`src/rtl/matmul_ctrl.sv`:
```
// ---------------------------------------------------------------------------
// matmul_ctrl
//   Sequencer for the 8x8 signed matrix multiply C = A x B.
//   It issues two A reads and two B reads per cycle, covering one k-pair of
//   one dot product per issue slot, so each result takes four slots. Slots
//   run back to back. Dot products accumulate at full precision, and each
//   finished element is written into the C RAM with a single-cycle strobe.
//
// Ports
//   clk, reset_n        clock, asynchronous active-low reset
//   start               begin a multiply (sampled only in IDLE)
//   a_addr1/2, b_addr1/2  registered operand RAM read addresses
//   a_data1/2, b_data1/2  operand RAM read data (signed, 1-cycle latency)
//   c_addr, c_data, c_we  registered C RAM write port
//   busy                first issue cycle through last write
//   done                single-cycle completion pulse
// ---------------------------------------------------------------------------
module matmul_ctrl #(
  parameter int ACC_W = 19  // >= 19 keeps the all -128 case exact
) (
  input  logic             clk,
  input  logic             reset_n,
  input  logic             start,
  output logic [5:0]       a_addr1,
  output logic [5:0]       a_addr2,
  input  logic [7:0]       a_data1,
  input  logic [7:0]       a_data2,
  output logic [5:0]       b_addr1,
  output logic [5:0]       b_addr2,
  input  logic [7:0]       b_data1,
  input  logic [7:0]       b_data2,
  output logic [5:0]       c_addr,
  output logic [ACC_W-1:0] c_data,
  output logic             c_we,
  output logic             busy,
  output logic             done
);

  // Stage 1: addresses on the RAM pins. Stage 2: RAM data returned.
  localparam int STAGES = 2;

  typedef enum logic [1:0] {S_IDLE, S_RUN, S_DRAIN, S_DONE} state_e;

  state_e            state_q, state_d;
  logic [7:0]        slot_q, slot_d;     // slot n = {i, j, p}
  logic              drain_q, drain_d;
  logic              issue;

  logic [STAGES:1]   vld_pipe_q;
  logic [7:0]        s1_slot_q, s2_slot_q;

  logic [5:0]        a_addr1_q, a_addr2_q, b_addr1_q, b_addr2_q;
  logic [5:0]        c_addr_q;
  logic [ACC_W-1:0]  c_data_q;
  logic              c_we_q, busy_q, done_q;
  logic signed [ACC_W-1:0] acc_q;

  logic signed [15:0]      prod1, prod2;
  logic signed [ACC_W-1:0] pair_sum, acc_sum;
  logic [1:0]              s2_p;
  logic                    last_pair;

  // ---------------- FSM ----------------
  always_ff @(posedge clk or negedge reset_n) begin
    if (!reset_n) begin
      state_q <= S_IDLE;
      slot_q  <= '0;
      drain_q <= 1'b0;
    end else begin
      state_q <= state_d;
      slot_q  <= slot_d;
      drain_q <= drain_d;
    end
  end

  always_comb begin
    state_d = state_q;
    slot_d  = slot_q;
    drain_d = drain_q;
    issue   = 1'b0;
    unique case (state_q)
      S_IDLE: begin
        if (start) begin
          state_d = S_RUN;
          slot_d  = '0;
        end
      end
      S_RUN: begin
        issue  = 1'b1;
        slot_d = slot_q + 8'd1;
        if (slot_q == 8'd255) begin
          state_d = S_DRAIN;
          drain_d = 1'b0;
        end
      end
      // Two cycles let the last slot's data return and its write land.
      S_DRAIN: begin
        drain_d = 1'b1;
        if (drain_q) state_d = S_DONE;
      end
      S_DONE:  state_d = S_IDLE;
      default: state_d = S_IDLE;
    endcase
  end

  // ---------------- Datapath ----------------
  assign prod1     = $signed(a_data1) * $signed(b_data1);
  assign prod2     = $signed(a_data2) * $signed(b_data2);
  assign pair_sum  = ACC_W'(prod1) + ACC_W'(prod2);
  assign acc_sum   = acc_q + pair_sum;
  assign s2_p      = s2_slot_q[1:0];
  assign last_pair = vld_pipe_q[STAGES] && (s2_p == 2'd3);

  always_ff @(posedge clk or negedge reset_n) begin
    if (!reset_n) begin
      vld_pipe_q <= '0;
      s1_slot_q  <= '0;
      s2_slot_q  <= '0;
      a_addr1_q  <= '0;
      a_addr2_q  <= '0;
      b_addr1_q  <= '0;
      b_addr2_q  <= '0;
      c_addr_q   <= '0;
      c_data_q   <= '0;
      c_we_q     <= 1'b0;
      busy_q     <= 1'b0;
      done_q     <= 1'b0;
      acc_q      <= '0;
    end else begin
      vld_pipe_q <= {vld_pipe_q[STAGES-1:1], issue};
      s1_slot_q  <= slot_q;
      s2_slot_q  <= s1_slot_q;

      // i = slot[7:5], j = slot[4:2], p = slot[1:0]; idle addresses sit at 0.
      a_addr1_q  <= issue ? {slot_q[7:5], slot_q[1:0], 1'b0} : 6'd0;
      a_addr2_q  <= issue ? {slot_q[7:5], slot_q[1:0], 1'b1} : 6'd0;
      b_addr1_q  <= issue ? {slot_q[1:0], 1'b0, slot_q[4:2]} : 6'd0;
      b_addr2_q  <= issue ? {slot_q[1:0], 1'b1, slot_q[4:2]} : 6'd0;

      busy_q     <= issue | (|vld_pipe_q);
      done_q     <= (state_q == S_DONE);

      // p=0 overwrites, so no clear cycle is needed between elements.
      if (vld_pipe_q[STAGES]) begin
        if (s2_p == 2'd0)      acc_q <= pair_sum;
        else if (s2_p != 2'd3) acc_q <= acc_sum;
      end

      c_we_q   <= last_pair;
      c_addr_q <= last_pair ? s2_slot_q[7:2] : 6'd0;
      c_data_q <= last_pair ? acc_sum : '0;
    end
  end

  assign a_addr1 = a_addr1_q;
  assign a_addr2 = a_addr2_q;
  assign b_addr1 = b_addr1_q;
  assign b_addr2 = b_addr2_q;
  assign c_addr  = c_addr_q;
  assign c_data  = c_data_q;
  assign c_we    = c_we_q;
  assign busy    = busy_q;
  assign done    = done_q;

endmodule

```
`config.mk`:
```
export PLATFORM = sky130hd
export DESIGN_NAME = matmul_ctrl
export DESIGN_NICKNAME = d
export VERILOG_FILES = /design/src/rtl/matmul_ctrl.sv
export SDC_FILE = /design/constraint.sdc
export NUM_CORES = 1
export LEC_CHECK = 0
export CORE_MARGIN = 2
export CORE_UTILIZATION = 35
export CTS_CLUSTER_SIZE = 30
export DETAILED_ROUTE_END_ITERATION = 10
export GPL_ROUTABILITY_DRIVEN = 0
export PLACE_DENSITY = 0.59
export SLEW_MARGIN = 40
export SYNTH_ARGS = -nofsm -noshare
export SYNTH_HDL_FRONTEND = slang
export SYNTH_SLANG_ARGS = --single-unit
```
`constraint.sdc`:
```
create_clock -name clk -period 5.59 [get_ports clk]
set_clock_uncertainty 0.05 [all_clocks]
set_input_delay 1.118 -clock clk [delete_from_list [all_inputs] [get_ports clk]]
set_output_delay 1.118 -clock clk [all_outputs]
set_load 0.05 [all_outputs]
```
=== Yosys cells after proc, flatten, opt, wreduce, memory -nomap -nowiden ===
Index checks and enable logic that the tools add are counted.

* Add/subtract/negate cells: 3
* Multipliers: 2
* Equality and inequality tests: 9
* Multiplexer cells: 17
* Bitwise gates (word level): 1
* Reduce and logical (&&, ||, !) cells: 11

{| class="wikitable"
|+ Operators by type and width
! kind !! number
|-
| 2-to-1 mux 19 bit || 3
|-
| multiplier 8 x 8 -> 16 bit || 2
|-
| 2-to-1 mux 6 bit || 5
|-
| adder 19 x 17 -> 19 bit || 1
|-
| adder 16 x 16 -> 17 bit || 1
|-
| one-hot mux 8 bit (2 select lines) || 1
|-
| adder 8 x 1 -> 8 bit, second input constant || 1
|-
| == test 8 bit, second input constant || 1
|-
| 2-to-1 mux 8 bit || 1
|-
| inequality test 2 bit, second input constant || 4
|-
| one-hot mux 2 bit (4 select lines) || 1
|-
| == test 2 bit, second input constant || 3
|-
| 2-to-1 mux 2 bit || 3
|-
| AND reduction 2 bit || 3
|-
| nonzero test 2 bit || 3
|-
| logical NOT 2 bit || 2
|-
| AND reduction 3 bit || 1
|-
| == test 2 x 1 -> 1 bit, second input constant || 1
|-
| 2-to-1 mux 1 bit || 2
|-
| one-hot mux 1 bit (2 select lines) || 1
|-
| OR reduction 2 bit || 1
|-
| logical AND 1 bit || 1
|-
| bitwise OR 1 bit || 1
|}

* Bits in registers: 100
* Output and inout bits: 52
* Logic and storage cells: 59

=== Depth between registers and ports, before layout ===
Gate-level depths: netlist (run 1).

* Depth in word-level cells: 5
* Gate-level depth with buffers: 28
* Depth with buffers taken out: 28

=== Least setup slack after synthesis (run 1) ===
Ideal clock, no wire load.

* Kind: input to register
* Start: in b_data2[0]
* End: reg acc_q[18]
* Setup time: 0.069 ns
* Arrival: 7.511 ns
* Data required time: 5.471 ns
* Slack: -2.041 ns
* Stages on the path: 25
* Buffers on the path: 0
* Cells stage by stage: and2_1 -> inv_1 -> fa_1 -> fa_1 -> inv_1 -> fa_1 -> fa_1 -> fa_1 -> inv_1 -> fa_1 -> inv_1 -> ha_1 -> or2_1 -> a21oi_1 -> a21oi_1 -> a211oi_4 -> o31ai_2 -> nor3_2 -> ha_1 -> a21o_1 -> a21o_1 -> a31oi_1 -> nand3_1 -> mux2_1 -> nand3_1

* Longest elaborated chain between the ends: 5

{| class="wikitable"
|+ Ends and longest elaborated chain
! item !! RTL line !! RTL
|-
| from (decl) || 31 || <nowiki>input logic [7:0] b_data2,</nowiki>
|-
| multiplier 8 x 8 -> 16 bit * || 108 || <nowiki>assign prod2 = $signed(a_data2) * $signed(b_data2);</nowiki>
|-
| adder 16 x 16 -> 17 bit * || 109 || <nowiki>assign pair_sum = ACC_W'(prod1) + ACC_W'(prod2);</nowiki>
|-
| adder 19 x 17 -> 19 bit || 110 || <nowiki>assign acc_sum = acc_q + pair_sum;</nowiki>
|-
| 2-to-1 mux 19 bit || 146 || <nowiki>else if (s2_p != 2'd3) acc_q <= acc_sum;</nowiki>
|-
| 2-to-1 mux 19 bit * || 145 || <nowiki>if (s2_p == 2'd0) acc_q <= pair_sum;</nowiki>
|-
| to (signal assigned) || 145 ||
|-
| to (signal assigned) || 146 ||
|-
| to (decl) || 56 || <nowiki>logic signed [ACC_W-1:0] acc_q;</nowiki>
|}

Every way passes the cells marked *; elsewhere a longest branch is shown, timed or not. The select of a mux whose other input is x is not followed.
A chain may end at the register's enable or synchronous reset.

=== Worst setup path in the final report (run 1) ===
* Start: in a_data2[4]
* End: reg acc_q[18]

* Longest elaborated chain between the ends: 5

{| class="wikitable"
|+ Ends and longest elaborated chain
! item !! RTL line !! RTL
|-
| from (decl) || 27 || <nowiki>input logic [7:0] a_data2,</nowiki>
|-
| multiplier 8 x 8 -> 16 bit * || 108 ||
|-
| adder 16 x 16 -> 17 bit * || 109 ||
|-
| adder 19 x 17 -> 19 bit || 110 ||
|-
| 2-to-1 mux 19 bit || 146 ||
|-
| 2-to-1 mux 19 bit * || 145 ||
|}

Marks and branches as above.

==> run_summary.xml, run 1 <==
<?xml version="1.0" encoding="UTF-8"?>
<metrics>
  <group name="worst_setup_path">
    <metric name="required" unit="ns">5.82</metric>
    <metric name="timing.setup.critical_path_class" unit="">input port to register</metric>
    <metric name="reg2reg_depth" unit="">11</metric>
    <metric name="worstSetupStartpointType" unit="">input port</metric>
    <metric name="critical_path.reg2reg.endpoint" unit="">acc_q[18]$_DFFE_PN0P_</metric>
    <metric name="critical_path_arrival" unit="ns">7.56</metric>
    <metric name="timing.critical_path.to_type" unit="">register</metric>
    <metric name="path_max_fanout" unit="">5</metric>
    <metric name="rrSetupSlack" unit="ns">2.76</metric>
    <metric name="critical_path.startpoint" unit="">a_data2[4]</metric>
    <metric name="worst_setup_path_endpoint" unit="">acc_q[18]$_DFFE_PN0P_</metric>
    <metric name="reg2reg_from" unit="">acc_q[0]$_DFFE_PN0P_</metric>
  </group>
  <group name="drt">
    <metric name="drt_first_iter_violations" unit="">144</metric>
    <metric name="via_count" unit="">7155</metric>
    <metric name="detail_route.wirelength" unit="mm">22.4</metric>
    <metric name="remaining_drc_errors" unit="">0</metric>
    <metric name="post_drt_via_cell_ratio" unit="">4.60</metric>
    <metric name="postRouteAntennaNets" unit="">0</metric>
    <metric name="avgRoutedWirePerCell" unit="µm">14.4</metric>
    <metric name="detailedRoute.firstPassIterationCount" unit="">4</metric>
  </group>
  <group name="clocking">
    <metric name="htreeDepth" unit="">3</metric>
    <metric name="number_of_hold_repair_buffers_added_at_the_cts_stage" unit="">0</metric>
    <metric name="clkLatencyLatePin" unit="ns">0.34</metric>
    <metric name="cts_inserted_buffers" unit="">9</metric>
    <metric name="cts.sink_count" unit="">84</metric>
    <metric name="tritoncts" unit="">built</metric>
    <metric name="cts.clk_slew.worst_paths" unit="ns">0.07</metric>
    <metric name="ctsRootBufferMaster" unit="">sky130_fd_sc_hd__clkbuf_16</metric>
    <metric name="cts-root-to-sink-buffers" unit="">2</metric>
  </group>
  <group name="yosys">
    <metric name="async_flop_share" unit="">1.00</metric>
    <metric name="syn-mean-instance-area" unit="µm²">9.79</metric>
    <metric name="synth_cell_type_count" unit="">55</metric>
    <metric name="ys_seq_elements" unit="">84</metric>
    <metric name="postSynthCellCount" unit="">967</metric>
    <metric name="synth_ff_type" unit="">sky130_fd_sc_hd__dfrtp_1</metric>
    <metric name="netlist.top_cell.by_area" unit="">sky130_fd_sc_hd__fa_1</metric>
    <metric name="post-synth-top-area-fraction" unit="">0.305</metric>
    <metric name="synth.yosys.warnings" unit="">0</metric>
    <metric name="netlist_area" unit="µm²">9460</metric>
    <metric name="synth-edff-count" unit="">0</metric>
    <metric name="synth.top_cells.by_area" unit="">sky130_fd_sc_hd__fa_1 (30%), sky130_fd_sc_hd__dfrtp_1 (22%), sky130_fd_sc_hd__ha_1 (10%)</metric>
    <metric name="sequential_to_total_area_share_from_yosys_stat" unit="">0.222</metric>
  </group>
  <group name="final_layout">
    <metric name="area_growth" unit="%">39.6</metric>
    <metric name="instances_no_fill" unit="">1554</metric>
    <metric name="final_layout_size_suffix_gt1_frac" unit="">0.320</metric>
    <metric name="antennaDiodeCount" unit="">0</metric>
    <metric name="fillerInstances" unit="">2463</metric>
    <metric name="layout.cells.most_common_list" unit="">sky130_fd_sc_hd__inv_1 (165), sky130_fd_sc_hd__buf_4 (148), sky130_fd_sc_hd__fa_1 (134), sky130_fd_sc_hd__dfrtp_1 (84), sky130_fd_sc_hd__and2_1 (83)</metric>
    <metric name="final_nets" unit="">1465</metric>
    <metric name="layout_commonest_cell" unit="">sky130_fd_sc_hd__inv_1</metric>
  </group>
  <group name="run">
    <metric name="cap_violations" unit="">0</metric>
  </group>
  <group name="global_route">
    <metric name="grt_pass1_wl" unit="mm">38.2</metric>
    <metric name="antenna_violations_before_repair" unit="">0</metric>
    <metric name="globalRouteOverflowTotal" unit="">0</metric>
    <metric name="grt_start_max_net_pins" unit="">73</metric>
    <metric name="gr-usage-all-layers" unit="">0.165</metric>
    <metric name="grt_pass1_vias" unit="">7834</metric>
  </group>
  <group name="sta">
    <metric name="timing_worst_slew_pin_value" unit="ns">0.782</metric>
    <metric name="setup_viol" unit="">26</metric>
    <metric name="final.setup.worst_slack" unit="ns">-1.74</metric>
    <metric name="period_needed" unit="ns">7.33</metric>
    <metric name="maxSlewHeadroom" unit="">0.477</metric>
    <metric name="drv_slew" unit="">0</metric>
    <metric name="finalHoldViolations" unit="">0</metric>
    <metric name="achievable-frequency" unit="MHz">137</metric>
    <metric name="grt_setup_unrepaired" unit="">true</metric>
    <metric name="min_period_over_period" unit="">1.31</metric>
  </group>
  <group name="placed_design">
    <metric name="placedCellCount" unit="">1500</metric>
    <metric name="port_buffers" unit="">84</metric>
    <metric name="detailedPlacementHpwl" unit="mm">17.9</metric>
  </group>
  <group name="min_path">
    <metric name="hold_path_startpoint" unit="">s1_slot_q[0]$_DFF_PN0_</metric>
    <metric name="hold_path.class" unit="">register to register</metric>
  </group>
  <group name="status">
    <metric name="failed_checks" unit="">negative setup slack</metric>
    <metric name="run_status" unit="">finished with violations</metric>
  </group>
  <group name="floorplan">
    <metric name="fp.dieW" unit="µm">168</metric>
    <metric name="die-area" unit="µm²">28400</metric>
    <metric name="chipHeight" unit="µm">168</metric>
    <metric name="design.core.area" unit="µm²">26700</metric>
    <metric name="fp-row-count" unit="">60</metric>
    <metric name="effective_utilization_at_floorplan" unit="">0.354</metric>
    <metric name="top_level_pins" unit="">87</metric>
  </group>
</metrics>
per-stage QoR:
stage	setup slack [ns]	util	setup TNS [ns]	instance area (µm²)	hold WS, ns
after detailed placement	-2.65	0.441	-59.71	11800	0.286
after CTS	-1.67	0.481	-30.41	12800	0.301
final	-1.74	0.494	-32.57	13200	0.298
after floorplan	-1.67	-	-28.33	9630	0.281
after global placement	-2.66	0.440	-59.28	11800	0.282
after global routing	-1.84	0.494	-37.03	13200	0.306
logic make-up after synthesis:
logic type                 count (synthesis)  share of synthesized area
and+or+nand+nor                          283                      0.151
buffers and inverters                    216                     0.0920
muxes                                     10                     0.0110
adders and majority gates                222                      0.408
DFF                                       84                      0.222
AOI/OAI and AO/OA                        111                     0.0758
other                                      1                   0.000396
xor gates and xnor gates                  40                     0.0401
cell type report:
type / instances / area [µm²] / area share
flip-flops and latches: 84 / 2100 / 0.159
inverters: 188 / 711 / 0.0538
clock buffers: 9 / 225 / 0.0170
multi-input cells: 668 / 7440 / 0.563
clock inverters: 7 / 68.8 / 0.00521
well taps: 341 / 427 / 0.0323
repair buffers: 257 / 2240 / 0.170
state kept, by name (all words and copies together) (netlist names):
register / flops
busy: 1
state_q: 2
c_addr: 6
drain_q: 1
a_addr2: 4
vld_pipe_q: 1
s2_slot_q: 8
done: 1
s1_slot_q: 8
b_addr2: 5
slot_q: 8
c_we: 1
acc_q: 19
c_data: 19
worst min-delay path by stage:
| stage | end | cells after the start |
|---|---|---|
| after global routing | s2_slot_q[6]$_DFF_PN0_ | 0 |
| after global placement | s2_slot_q[2]$_DFF_PN0_ | 0 |
| final | s2_slot_q[0]$_DFF_PN0_ | 0 |
| after floorplan | s2_slot_q[0]$_DFF_PN0_ | 0 |
| after CTS | s2_slot_q[0]$_DFF_PN0_ | 0 |
| after detailed placement | s2_slot_q[2]$_DFF_PN0_ | 0 |
critical path, cell delays in order:
cell and delay (ns):
sky130_fd_sc_hd__buf_6 0.10, sky130_fd_sc_hd__and2_4 0.15, sky130_fd_sc_hd__fa_1 0.55, sky130_fd_sc_hd__inv_2 0.04
sky130_fd_sc_hd__fa_1 0.49, sky130_fd_sc_hd__inv_2 0.05, sky130_fd_sc_hd__fa_2 0.60, sky130_fd_sc_hd__fa_1 0.44
sky130_fd_sc_hd__fa_1 0.51, sky130_fd_sc_hd__inv_1 0.05, sky130_fd_sc_hd__fa_1 0.49, sky130_fd_sc_hd__inv_2 0.05
sky130_fd_sc_hd__ha_4 0.26, sky130_fd_sc_hd__buf_4 0.12, sky130_fd_sc_hd__nand2_1 0.06, sky130_fd_sc_hd__o21a_1 0.20
sky130_fd_sc_hd__o211ai_1 0.28, sky130_fd_sc_hd__a41oi_2 0.16, sky130_fd_sc_hd__xnor2_1 0.15, sky130_fd_sc_hd__buf_4 0.15
sky130_fd_sc_hd__ha_4 0.27, sky130_fd_sc_hd__a21o_1 0.14, sky130_fd_sc_hd__a21o_1 0.16, sky130_fd_sc_hd__a21o_1 0.17
sky130_fd_sc_hd__a31oi_4 0.07, sky130_fd_sc_hd__or4_4 0.50, sky130_fd_sc_hd__o2bb2a_4 0.21, sky130_fd_sc_hd__nand3_2 0.05
routing by layer:
layer | GRT usage | share of wire
met5 | 0 | 0
met1 | 0.217 | 0.44
met2 | 0.296 | 0.51
met3 | 0.0195 | 0.027
met4 | 0.0341 | 0.018
cell usage after synthesis (all sizes together) (7+ instances only):
master	instances
clkbuf	11
nor2	56
fa	144
ha	78
a21oi	29
xnor2	26
and2	101
o21ai	33
nand3	13
dfrtp	84
nand2b	11
xor2	12
inv	187
mux2i	7
buf	17
nor3	8
nand2	74
a21o	10
repair_timing:
item / in CTS / in global routing
resized for setup: 286 / 72
setup buffers: 30 / 11
pin swaps: 95 / 45
hold endpoints to repair: 0 / 0
setup endpoints to repair: 31 / 29
Power of run 1 is left out: the tool's default activity adds up to more than one toggle a clock period on the data nets, which glitch-free logic cannot reach.
==> inputs of run 2 (changes only) <==
--- a/config.mk
+++ b/config.mk
@@ -5,7 +5,6 @@
 export SDC_FILE = /design/constraint.sdc
 export NUM_CORES = 1
 export LEC_CHECK = 0
-export CORE_MARGIN = 2
 export CORE_UTILIZATION = 35
 export CTS_CLUSTER_SIZE = 30
 export DETAILED_ROUTE_END_ITERATION = 10
==> run_summary.xml, run 2 (synthesis results as in run 1) <==
<?xml version="1.0" encoding="UTF-8"?>
<metrics>
  <group name="final_layout">
    <metric name="sequential_cell_area" unit="µm²">2100</metric>
    <metric name="area_growth" unit="%">39.0</metric>
    <metric name="multi_input_area" unit="µm²">7440</metric>
    <metric name="final_nets" unit="">1466</metric>
    <metric name="fillerInstances" unit="">2409</metric>
    <metric name="layout_commonest_cell" unit="">sky130_fd_sc_hd__inv_1</metric>
    <metric name="final_core_util" unit="">0.500</metric>
    <metric name="layout.cells.most_common_list" unit="">sky130_fd_sc_hd__inv_1 (171), sky130_fd_sc_hd__buf_4 (154), sky130_fd_sc_hd__fa_1 (140), sky130_fd_sc_hd__dfrtp_1 (84), sky130_fd_sc_hd__and2_1 (75)</metric>
    <metric name="antennaDiodeCount" unit="">0</metric>
    <metric name="final_layout_size_suffix_gt1_frac" unit="">0.320</metric>
  </group>
  <group name="drt">
    <metric name="via_count" unit="">7157</metric>
    <metric name="postRouteAntennaNets" unit="">0</metric>
    <metric name="detailedRoute.firstPassIterationCount" unit="">7</metric>
    <metric name="remaining_drc_errors" unit="">4</metric>
    <metric name="avgRoutedWirePerCell" unit="µm">13.9</metric>
    <metric name="post_drt_via_cell_ratio" unit="">4.62</metric>
    <metric name="drt_first_iter_violations" unit="">230</metric>
    <metric name="detail_route.wirelength" unit="mm">21.6</metric>
  </group>
  <group name="worst_setup_path">
    <metric name="path_max_fanout" unit="">5</metric>
    <metric name="critical_path.reg2reg.endpoint" unit="">acc_q[18]$_DFFE_PN0P_</metric>
    <metric name="timing.critical_path.to_type" unit="">register</metric>
    <metric name="rrSetupSlack" unit="ns">2.69</metric>
    <metric name="worstSetupStartpointType" unit="">input port</metric>
    <metric name="reg2reg_from" unit="">acc_q[0]$_DFFE_PN0P_</metric>
    <metric name="reg2reg_depth" unit="">11</metric>
    <metric name="critical_path.max_stage_delay" unit="ns">0.55</metric>
    <metric name="timing.setup.critical_path_class" unit="">input port to register</metric>
    <metric name="required" unit="ns">5.82</metric>
    <metric name="cp_common_cell" unit="">sky130_fd_sc_hd__fa_1</metric>
    <metric name="critical_path_arrival" unit="ns">7.56</metric>
    <metric name="critical-path-slowest-cell" unit="">sky130_fd_sc_hd__fa_1</metric>
  </group>
  <group name="sta">
    <metric name="grt_setup_unrepaired" unit="">true</metric>
    <metric name="min_period_over_period" unit="">1.31</metric>
    <metric name="period_needed" unit="ns">7.33</metric>
    <metric name="timing_worst_slew_pin_value" unit="ns">0.691</metric>
    <metric name="setup_viol" unit="">26</metric>
    <metric name="maxSlewHeadroom" unit="">0.538</metric>
    <metric name="final.setup.worst_slack" unit="ns">-1.74</metric>
    <metric name="timing.setup.tns" unit="ns">-32.67</metric>
    <metric name="drv_slew" unit="">0</metric>
    <metric name="finalHoldViolations" unit="">0</metric>
    <metric name="achievable-frequency" unit="MHz">136</metric>
  </group>
  <group name="clocking">
    <metric name="htreeDepth" unit="">3</metric>
    <metric name="cts.sink_count" unit="">84</metric>
    <metric name="tritoncts" unit="">built</metric>
    <metric name="clkLatencyLatePin" unit="ns">0.34</metric>
    <metric name="cts.clk_slew.worst_paths" unit="ns">0.07</metric>
    <metric name="ctsRootBufferMaster" unit="">sky130_fd_sc_hd__clkbuf_16</metric>
    <metric name="cts-root-to-sink-buffers" unit="">2</metric>
    <metric name="number_of_hold_repair_buffers_added_at_the_cts_stage" unit="">0</metric>
    <metric name="cts_inserted_buffers" unit="">9</metric>
  </group>
  <group name="min_path">
    <metric name="timing.hold.worst_path_depth" unit="">0</metric>
    <metric name="min_delay_worst_endpoint" unit="">s2_slot_q[1]$_DFF_PN0_</metric>
    <metric name="hold_path.class" unit="">register to register</metric>
    <metric name="hold_path_startpoint" unit="">s1_slot_q[1]$_DFF_PN0_</metric>
  </group>
  <group name="global_route">
    <metric name="gr-usage-all-layers" unit="">0.161</metric>
    <metric name="globalRouteOverflowTotal" unit="">0</metric>
    <metric name="grt.met1_usage" unit="">0.225</metric>
    <metric name="routing_usage_on_met2" unit="">0.271</metric>
    <metric name="grt_pass1_vias" unit="">7405</metric>
    <metric name="grt_pass1_wl" unit="mm">36.0</metric>
    <metric name="grt_start_max_net_pins" unit="">61</metric>
    <metric name="grt-busiest-layer" unit="">met2</metric>
    <metric name="global_route.usage.met3" unit="">0.0192</metric>
    <metric name="antenna_violations_before_repair" unit="">0</metric>
  </group>
  <group name="status">
    <metric name="run_status" unit="">finished with violations</metric>
    <metric name="failed_checks" unit="">design-rule violations, negative setup slack</metric>
  </group>
  <group name="floorplan">
    <metric name="fp.dieW" unit="µm">166</metric>
    <metric name="top_level_pins" unit="">87</metric>
    <metric name="die-area" unit="µm²">27700</metric>
    <metric name="chipHeight" unit="µm">166</metric>
    <metric name="design.core.area" unit="µm²">26300</metric>
    <metric name="effective_utilization_at_floorplan" unit="">0.360</metric>
    <metric name="fp-row-count" unit="">59</metric>
  </group>
  <group name="placed_design">
    <metric name="port_buffers" unit="">84</metric>
    <metric name="detailedPlacementHpwl" unit="mm">17.4</metric>
  </group>
  <group name="run">
    <metric name="cap_violations" unit="">0</metric>
  </group>
</metrics>
==> run 2: what timing repair did <==
| action | in CTS | in global routing |
|---|---|---|
| setup endpoints to repair | 32 | 30 |
| buffers inserted | 16 | 19 |
| gates resized for setup | 247 | 74 |
| pin swaps | 87 | 62 |
==> run 2: stage by stage <==
stage               hold slack, ns  instance area, µm²  std cells  setup WS [ns]
global placement             0.282               11800       1503          -2.67
global route                 0.307               13200       1549          -1.91
finish                       0.298               13200       1549          -1.74
detailed placement           0.285               11800       1503          -2.65
CTS                          0.300               12600       1533          -1.72
floorplan                    0.281                9630        968          -1.67
==> run 2: cell type report <==
cell class	count	share of cell area
Timing Repair Buffer	258	0.165
Clock inverter	7	0.00694
Multi-Input combinational cell	668	0.565
Sequential cell	84	0.160
Inverter	188	0.0540
Clock buffer	9	0.0171
Tap cell	335	0.0319
==> run 2: metal layers <==
layer / part of all wire / vias to the layer above
met5: 0 / -
met2: 0.50 / 90
met1: 0.46 / 3589
met3: 0.028 / 16
li1: - / 3462
met4: 0.011 / 0
==> run 2: worst max-delay path, delay by kind of cell <==
kind / cells / cell delay [ns]
AOI/OAI and AO/OA: 8 / 1.48
buffers and inverters: 6 / 0.37
and+or+nand+nor: 4 / 0.76
adders and majority gates: 8 / 3.63
xor gates and xnor gates: 1 / 0.21
==> run 2: worst max path at each step <==
stage               startpoint               endpoint  slack (ns)  cells after the start
finish              a_data1[4]  acc_q[18]$_DFFE_PN0P_       -1.74                     27
detailed placement  a_data1[7]  acc_q[18]$_DFFE_PN0P_       -2.65                     27
global placement    a_data1[7]  acc_q[18]$_DFFE_PN0P_       -2.67                     26
CTS                 a_data1[4]  acc_q[18]$_DFFE_PN0P_       -1.72                     27
global route        a_data2[3]  acc_q[17]$_DFFE_PN0P_       -1.91                     28
floorplan           a_data2[3]  acc_q[18]$_DFFE_PN0P_       -1.67                     26
Power of run 2 is left out for the same reason.
